==> config.mk <==
export PLATFORM = sky130hd
export DESIGN_NAME = ctrl_seq
export DESIGN_NICKNAME = d
export VERILOG_FILES = /design/src/rtl/ctrl_pkg.sv /design/src/rtl/ctrl_beat_cnt.sv /design/src/rtl/ctrl_seq.sv
export SDC_FILE = /design/constraint.sdc
export NUM_CORES = 1
export LEC_CHECK = 0
export CAP_MARGIN = 20
export CORE_UTILIZATION = 50
export CTS_BUF_LIST = sky130_fd_sc_hd__clkbuf_8
export CTS_CLUSTER_SIZE = 14
export DETAILED_ROUTE_END_ITERATION = 8
export PLACE_DENSITY_LB_ADDON = 0.05
export SLEW_MARGIN = 20
export SYNTH_ARGS = -nofsm -noshare
export SYNTH_HDL_FRONTEND = slang
export SYNTH_SLANG_ARGS = --single-unit
==> constraint.sdc <==
create_clock -name clk -period 1.9 [get_ports clk]
set_input_delay 0.38 -clock clk [delete_from_list [all_inputs] [get_ports clk]]
set_output_delay 0.38 -clock clk [all_outputs]
set_load 0.05 [all_outputs]
==> src/rtl/ctrl_pkg.sv <==
// ctrl_pkg: opcode constants, sequencer state encoding and opcode classification shared by the CPU
package ctrl_pkg;

    localparam logic [2:0] OP_HLT  = 3'd0;
    localparam logic [2:0] OP_SKZ  = 3'd1;
    localparam logic [2:0] OP_ADD  = 3'd2;
    localparam logic [2:0] OP_ANDD = 3'd3;
    localparam logic [2:0] OP_XORR = 3'd4;
    localparam logic [2:0] OP_LDA  = 3'd5;
    localparam logic [2:0] OP_STO  = 3'd6;
    localparam logic [2:0] OP_JMP  = 3'd7;

    typedef enum logic [2:0] {
        ST_IDLE,
        ST_FETCH,
        ST_DECODE,
        ST_EXEC1,
        ST_EXEC2,
        ST_EXEC3,
        ST_SKIP,
        ST_HALTED
    } state_e;

    function automatic logic is_alu_op(input logic [2:0] opc);
        return opc == OP_ADD || opc == OP_ANDD || opc == OP_XORR || opc == OP_LDA;
    endfunction

endpackage

==> src/rtl/ctrl_beat_cnt.sv <==
// ctrl_beat_cnt: modulo-N up counter with enable, synchronous clear and terminal-count flag
module ctrl_beat_cnt #(
    parameter int N = 2,
    parameter int W = $clog2(N) + 1
) (
    input  logic         clk,
    input  logic         rst_n,
    input  logic         clr_i,
    input  logic         en_i,
    output logic [W-1:0] cnt_o,
    output logic         tc_o
);

    logic [W-1:0] cnt_q, cnt_d;

    assign tc_o  = cnt_q == W'(N - 1);
    assign cnt_o = cnt_q;

    // Wrap to zero after the terminal count so every run starts from 0
    always_comb cnt_d = clr_i ? '0 : !en_i ? cnt_q : tc_o ? '0 : cnt_q + 1'b1;

    // Count register, advancing on the falling edge like the rest of the sequencer
    always_ff @(negedge clk or negedge rst_n) begin
        if (!rst_n) cnt_q <= '0;
        else        cnt_q <= cnt_d;
    end

endmodule

==> src/rtl/ctrl_seq.sv <==
// ctrl_seq: accumulator-CPU control sequencer with multi-beat fetch, memory wait states and resumable halt
module ctrl_seq
    import ctrl_pkg::*;
#(
    parameter int FETCH_BEATS = 2,
    parameter int OPC_W       = 3,
    parameter bit WAIT_EN     = 1'b1
) (
    input  logic                         clk,
    input  logic                         rst_n,
    input  logic [OPC_W-1:0]             opcode_i,
    input  logic                         zero_i,
    input  logic                         mem_rdy_i,
    input  logic                         resume_i,
    output logic                         rd_o,
    output logic                         wr_o,
    output logic                         load_ir_o,
    output logic [$clog2(FETCH_BEATS):0] ir_beat_o,
    output logic                         load_acc_o,
    output logic                         load_pc_o,
    output logic                         incr_pc_o,
    output logic                         datactrl_ena_o,
    output logic                         halt_o,
    output logic                         instr_done_o
);

    localparam int BW = $clog2(FETCH_BEATS) + 1;

    state_e           state_q, state_d;
    logic [OPC_W-1:0] opc_q, opc_d;
    logic             zero_q, zero_d;
    logic [2:0]       opc3;
    logic             rdy, known, alu, sto, jmp, skip_taken;
    logic [BW-1:0]    beat_cnt, skip_cnt_unused;
    logic             beat_tc, skip_tc;

    assign rdy        = WAIT_EN ? mem_rdy_i : 1'b1;
    assign opc3       = opc_q[2:0];
    assign known      = (opc_q >> 3) == '0;
    assign alu        = known && is_alu_op(opc3);
    assign sto        = known && opc3 == OP_STO;
    assign jmp        = known && opc3 == OP_JMP;
    assign skip_taken = known && opc3 == OP_SKZ && zero_q;

    ctrl_beat_cnt #(.N(FETCH_BEATS), .W(BW)) u_beat (
        .clk   (clk),
        .rst_n (rst_n),
        .clr_i (1'b0),
        .en_i  (state_q == ST_FETCH && rdy),
        .cnt_o (beat_cnt),
        .tc_o  (beat_tc)
    );

    ctrl_beat_cnt #(.N(FETCH_BEATS), .W(BW)) u_skip (
        .clk   (clk),
        .rst_n (rst_n),
        .clr_i (state_q == ST_EXEC3),
        .en_i  (state_q == ST_SKIP),
        .cnt_o (skip_cnt_unused),
        .tc_o  (skip_tc)
    );

    // Sequencer state plus the opcode and zero flag captured in DECODE
    always_ff @(negedge clk or negedge rst_n) begin
        if (!rst_n) begin
            state_q <= ST_IDLE;
            opc_q   <= '0;
            zero_q  <= 1'b0;
        end else begin
            state_q <= state_d;
            opc_q   <= opc_d;
            zero_q  <= zero_d;
        end
    end

    // Next state and control strobes; a stalled state re-presents the same strobes
    always_comb begin
        state_d        = state_q;
        opc_d          = opc_q;
        zero_d         = zero_q;
        rd_o           = 1'b0;
        wr_o           = 1'b0;
        load_ir_o      = 1'b0;
        ir_beat_o      = '0;
        load_acc_o     = 1'b0;
        load_pc_o      = 1'b0;
        incr_pc_o      = 1'b0;
        datactrl_ena_o = 1'b0;
        halt_o         = 1'b0;
        instr_done_o   = 1'b0;
        case (state_q)
            ST_IDLE: state_d = ST_FETCH;
            ST_FETCH: begin
                rd_o      = 1'b1;
                load_ir_o = 1'b1;
                ir_beat_o = beat_cnt;
                incr_pc_o = rdy;
                state_d   = rdy && beat_tc ? ST_DECODE : ST_FETCH;
            end
            ST_DECODE: begin
                opc_d   = opcode_i;
                zero_d  = zero_i;
                state_d = opcode_i == OPC_W'(OP_HLT) ? ST_HALTED : ST_EXEC1;
            end
            ST_EXEC1: begin
                load_pc_o      = jmp;
                rd_o           = alu;
                datactrl_ena_o = sto;
                state_d        = !alu || rdy ? ST_EXEC2 : ST_EXEC1;
            end
            ST_EXEC2: begin
                load_pc_o      = jmp;
                rd_o           = alu;
                load_acc_o     = alu;
                wr_o           = sto;
                datactrl_ena_o = sto;
                state_d        = !(alu || sto) || rdy ? ST_EXEC3 : ST_EXEC2;
            end
            ST_EXEC3: begin
                datactrl_ena_o = sto;
                instr_done_o   = !skip_taken;
                state_d        = skip_taken ? ST_SKIP : ST_FETCH;
            end
            ST_SKIP: begin
                incr_pc_o    = 1'b1;
                instr_done_o = skip_tc;
                state_d      = skip_tc ? ST_FETCH : ST_SKIP;
            end
            ST_HALTED: begin
                halt_o  = 1'b1;
                state_d = resume_i ? ST_FETCH : ST_HALTED;
            end
            default: state_d = ST_IDLE;
        endcase
    end

endmodule

==> results.tsv, run 1 <==
metric	value	unit
post-synth cell types	42	
status	did not finish	
Post-Synthesis Cells	77	
number of enable-type register cells in the synthesized netlist	0	
mapped cell area	760.7	µm²
initial core utilization	56.35	%
synth warn	0	
number of port buffers	18	
synthesized net count	85	
width of the die	41.01	µm
number of synthesized register bits	11	
I/O pin cnt	19	
Error	[ERROR DPL-0038] Utilization greater than 100%, impossible to legalize	
most instantiated flip-flop cell in the synthesis netlist	sky130_fd_sc_hd__dfrtn_1	
weighted congestion reported at the end of routability-driven placement	0.8726	
step where the flow halted	3_5_place_dp	
sequential element share of the synthesized area	36.18	%
average cell area after synthesis	9.880	µm²
Die Y	41.01	µm
share of flip-flops with an asynchronous set or reset after synthesis	100.0	%
standard-cell rows	13	
[per-stage QoR]
| step | hold WS [ps] | instance area, µm² | TNS, ps | worst slack [ps] | instances |
|---|---|---|---|---|---|
| after global placement | 432.1 | 1354 | -10350 | -671.2 | 134 |
| after floorplan | 398.3 | 844.6 | -7833 | -881.1 | 77 |
[Yosys cell counts (2+ instances only)]
library cell,number,area [µm²]
sky130_fd_sc_hd__nand2b_1,2,12.51
sky130_fd_sc_hd__nand2_1,6,22.52
sky130_fd_sc_hd__nor2b_1,2,12.51
sky130_fd_sc_hd__and3_1,2,12.51
sky130_fd_sc_hd__nor3b_2,2,25.02
sky130_fd_sc_hd__dfrtn_1,11,275.3
sky130_fd_sc_hd__o21ai_0,4,20.02
sky130_fd_sc_hd__a21oi_1,3,15.01
sky130_fd_sc_hd__mux2_1,4,45.04
sky130_fd_sc_hd__nor2_1,3,11.26
sky130_fd_sc_hd__and2_1,4,25.02
sky130_fd_sc_hd__inv_1,3,11.26
sky130_fd_sc_hd__buf_6,2,22.52
[cell families after synthesis]
group	share of synthesized area, %
AO/OA/AOI/OAI	19.57
XOR/XNOR	2.303
buffers and inverters	5.098
flip-flops	36.18
multiplexers	5.921
AND/OR/NAND/NOR	30.92
==> run 2, diff against run 1 <==
Settings changed: CORE_AREA from default to 2 2 63 65, CORE_UTILIZATION 50 to default, CTS_BUF_LIST sky130_fd_sc_hd__clkbuf_8 to default, CTS_CLUSTER_SIZE 14 to default, DIE_AREA from default to 0 0 65 67, PLACE_DENSITY_LB_ADDON 0.05 to 0.15.
==> results.tsv, run 2 <==
metric	value	unit
status	finished with violations	
violations in the final reports	negative setup slack	
Clock Power Share	9.6	%
ratio of cells with drive above 1 in the final layout	63.16	%
Die Footprint	4355	µm²
Layout Skew	4.581	ps
TritonCTS Buffers	3	
commonest cells in the synthesized netlist	sky130_fd_sc_hd__dfrtn_1 (11), sky130_fd_sc_hd__nand2_1 (6), sky130_fd_sc_hd__and2_1 (4), sky130_fd_sc_hd__mux2_1 (4), sky130_fd_sc_hd__o21ai_0 (4)	
Filler Cell Count	361	
via count of the first global-routing pass	820	
worst-path cell with the longest stage delay	sky130_fd_sc_hd__dfrtn_1	
mapped cell area	760.7	µm²
synth warn	0	
sequential group share of total power	15.9	%
First DRT Iteration DRCs	32	
H-tree depth	1	
Congestion Overflow GR	0	
unrepaired setup endpoints after global routing	true	
share of flip-flops with an asynchronous set or reset after synthesis	100.0	%
kind of cell adding the most delay to the critical path	flip-flops	
average cell area after synthesis	9.880	µm²
relative contribution of combinational cells to total power	74.5	%
Post-Place Cells	170	
sw power	1.016	mW
count of hold-fix buffers inserted at cts	0	
leading cell type by number of instances after synthesis	sky130_fd_sc_hd__dfrtn_1	
antenna violations before repair	0	
global-route wire length before repair	3850	µm
Die Y	67	µm
sequential element share of the synthesized area	36.18	%
I/O pin cnt	19	
most instantiated flip-flop cell in the synthesis netlist	sky130_fd_sc_hd__dfrtn_1	
initial core utilization	21.10	%
Pre-antenna DRT Iters	4	
Max-Cap Viols	0	
final setup TNS	-9374	ps
TritonCTS sink count	11	
worst path cell trace	buf_4 > nand2b_1 > o21a_1 > o22ai_4 > buf_12	
number of synthesized register bits	11	
maximum number of pins on one net before global-route repair	12	
relative slew slack	84.05	%
Vias per Instance	4.265	
final worst slack	-920.1	ps
post-route total power	2.474	mW
largest cells by area after synthesis	sky130_fd_sc_hd__dfrtn_1 (36%), sky130_fd_sc_hd__mux2_1 (5.9%), sky130_fd_sc_hd__and2_1 (3.3%)	
largest area contributor in the synthesized netlist	sky130_fd_sc_hd__dfrtn_1	
cell area after layout	1564	µm²
static power due to leakage	0.6973	nW
buffer depth of the longest clock path	2	
standard-cell rows	22	
# DRC	0	
synthesized net count	85	
number of enable-type register cells in the synthesized netlist	0	
Post-Synthesis Cells	77	
internal power consumption	1.457	mW
clock insertion delay at the later pin of the skew report	260	ps
Multi-input gate area	574.3	µm²
highest net fanout along the worst path	4	
number of port buffers	18	
buffer type at the clock tree root	sky130_fd_sc_hd__clkbuf_8	
# diodes	0	
weighted congestion reported at the end of routability-driven placement	0.7582	
global-route usage over all layers	12.01	%
kind of end point of the critical path	output port	
worst voltage drop across the vdd grid	0.0007008	V
switching portion of total power	41.09	%
class of the tightest hold or removal check	register to register	
crit start category	register	
Worst-path clk slew	40	ps
WP data arrival	2440	ps
final hold violation count	0	
transition time at the pin with the least slew margin	237.0	ps
estimated wirelength of the detail-placed design	1765	µm
# nets final	142	
routed len/inst	12.18	µm
area of the placeable core	3606	µm²
TritonCTS clock tree	yes	
commonest cells after routing, fill and taps aside	sky130_fd_sc_hd__buf_4 (29), sky130_fd_sc_hd__buf_12 (12), sky130_fd_sc_hd__dfrtn_1 (11), sky130_fd_sc_hd__buf_6 (8), sky130_fd_sc_hd__nand2_1 (5)	
post-synthesis to final-layout area growth	105.6	%
number of pins with negative max-slew slack in the final report	0	
WP buf/inv	2	
worst endpoint required time	1520	ps
pre-CTS setup slack	-684.0	ps
Seq. cell area	275.3	µm²
post-synth cell types	42	
highest cell delay on the worst timing path	460	ps
most frequent standard cell in the layout excluding fill and tap cells	sky130_fd_sc_hd__buf_4	
post-layout utilization of the core	43.37	%
post-placement cell area	1405	µm²
number of failing setup endpoints in the final timing report	11	
startpoint-to-endpoint class of the critical path	register to output port	
width of the die	65	µm
aggregate routed wire length	2205	µm
Post-Layout Cell Count	181	
worst hold slack	453.7	ps
share of Yosys cell area claimed by the top area cell type	36.18	%
Via Count	772	
pwr/cell area	1582	nW/µm²
antenna-violating nets left	0	
==> run 2: cell counts after synthesis <==
Identical to the previous run, type by type.
==> run 2: routing by layer <==
metal	wire, µm	GRT usage [%]
met5	0	0
met4	19	3.989
met3	75	3.378
met2	1160	21.78
met1	949	13.45
==> run 2: final timing paths <==
path | start | to | slack (ps) | cells past startpoint
max | state_q[2] | rd_o | -920 | 5
max reg2reg | state_q[0] | state_q[2] | 360 | 7
min in group asynchronous | rst_n | u_beat.cnt_o[1] | 1290 | 2
min reg2reg | zero_q | zero_q | 450 | 1
max in group asynchronous | rst_n | state_q[0] | 460 | 2
min | zero_q | zero_q | 450 | 1
==> run 2: cell type report <==
type	instances	area share (%)
Clock inverter	1	0.3200
Timing Repair Buffer	55	38.16
Clock buffer	3	2.640
Sequential cell	11	17.60
Tap cell	48	3.840
Multi-Input combinational cell	60	36.72
Inverter	3	0.7200
==> run 2: repair_timing <==
action | 4_1_cts | 5_1_grt
pin swaps | 7 | 4
gates resized for setup | 35 | 0
setup buffers | 7 | 0
endpoints found under the setup margin | 20 | 13
==> run 2: logic make-up after synthesis <==
| logic type | share of synthesized area (%) |
|---|---|
| multiplexers | 5.921 |
| AO/OA/AOI/OAI | 19.57 |
| flip-flops | 36.18 |
| AND/OR/NAND/NOR | 30.92 |
| buffers and inverters | 5.098 |
| XOR/XNOR | 2.303 |
==> run 2: power groups by stage <==
stage | sequential (mW) | clock [mW] | combinational (mW)
after floorplan | 0.426 | 0 | 0.843
after global placement | 0.396 | 0 | 1.62
after detailed placement | 0.398 | 0 | 1.63
after CTS | 0.395 | 0.248 | 1.86
after global routing | 0.408 | 0.268 | 1.95
final | 0.393 | 0.238 | 1.84
(Power assumes the default switching activity.)
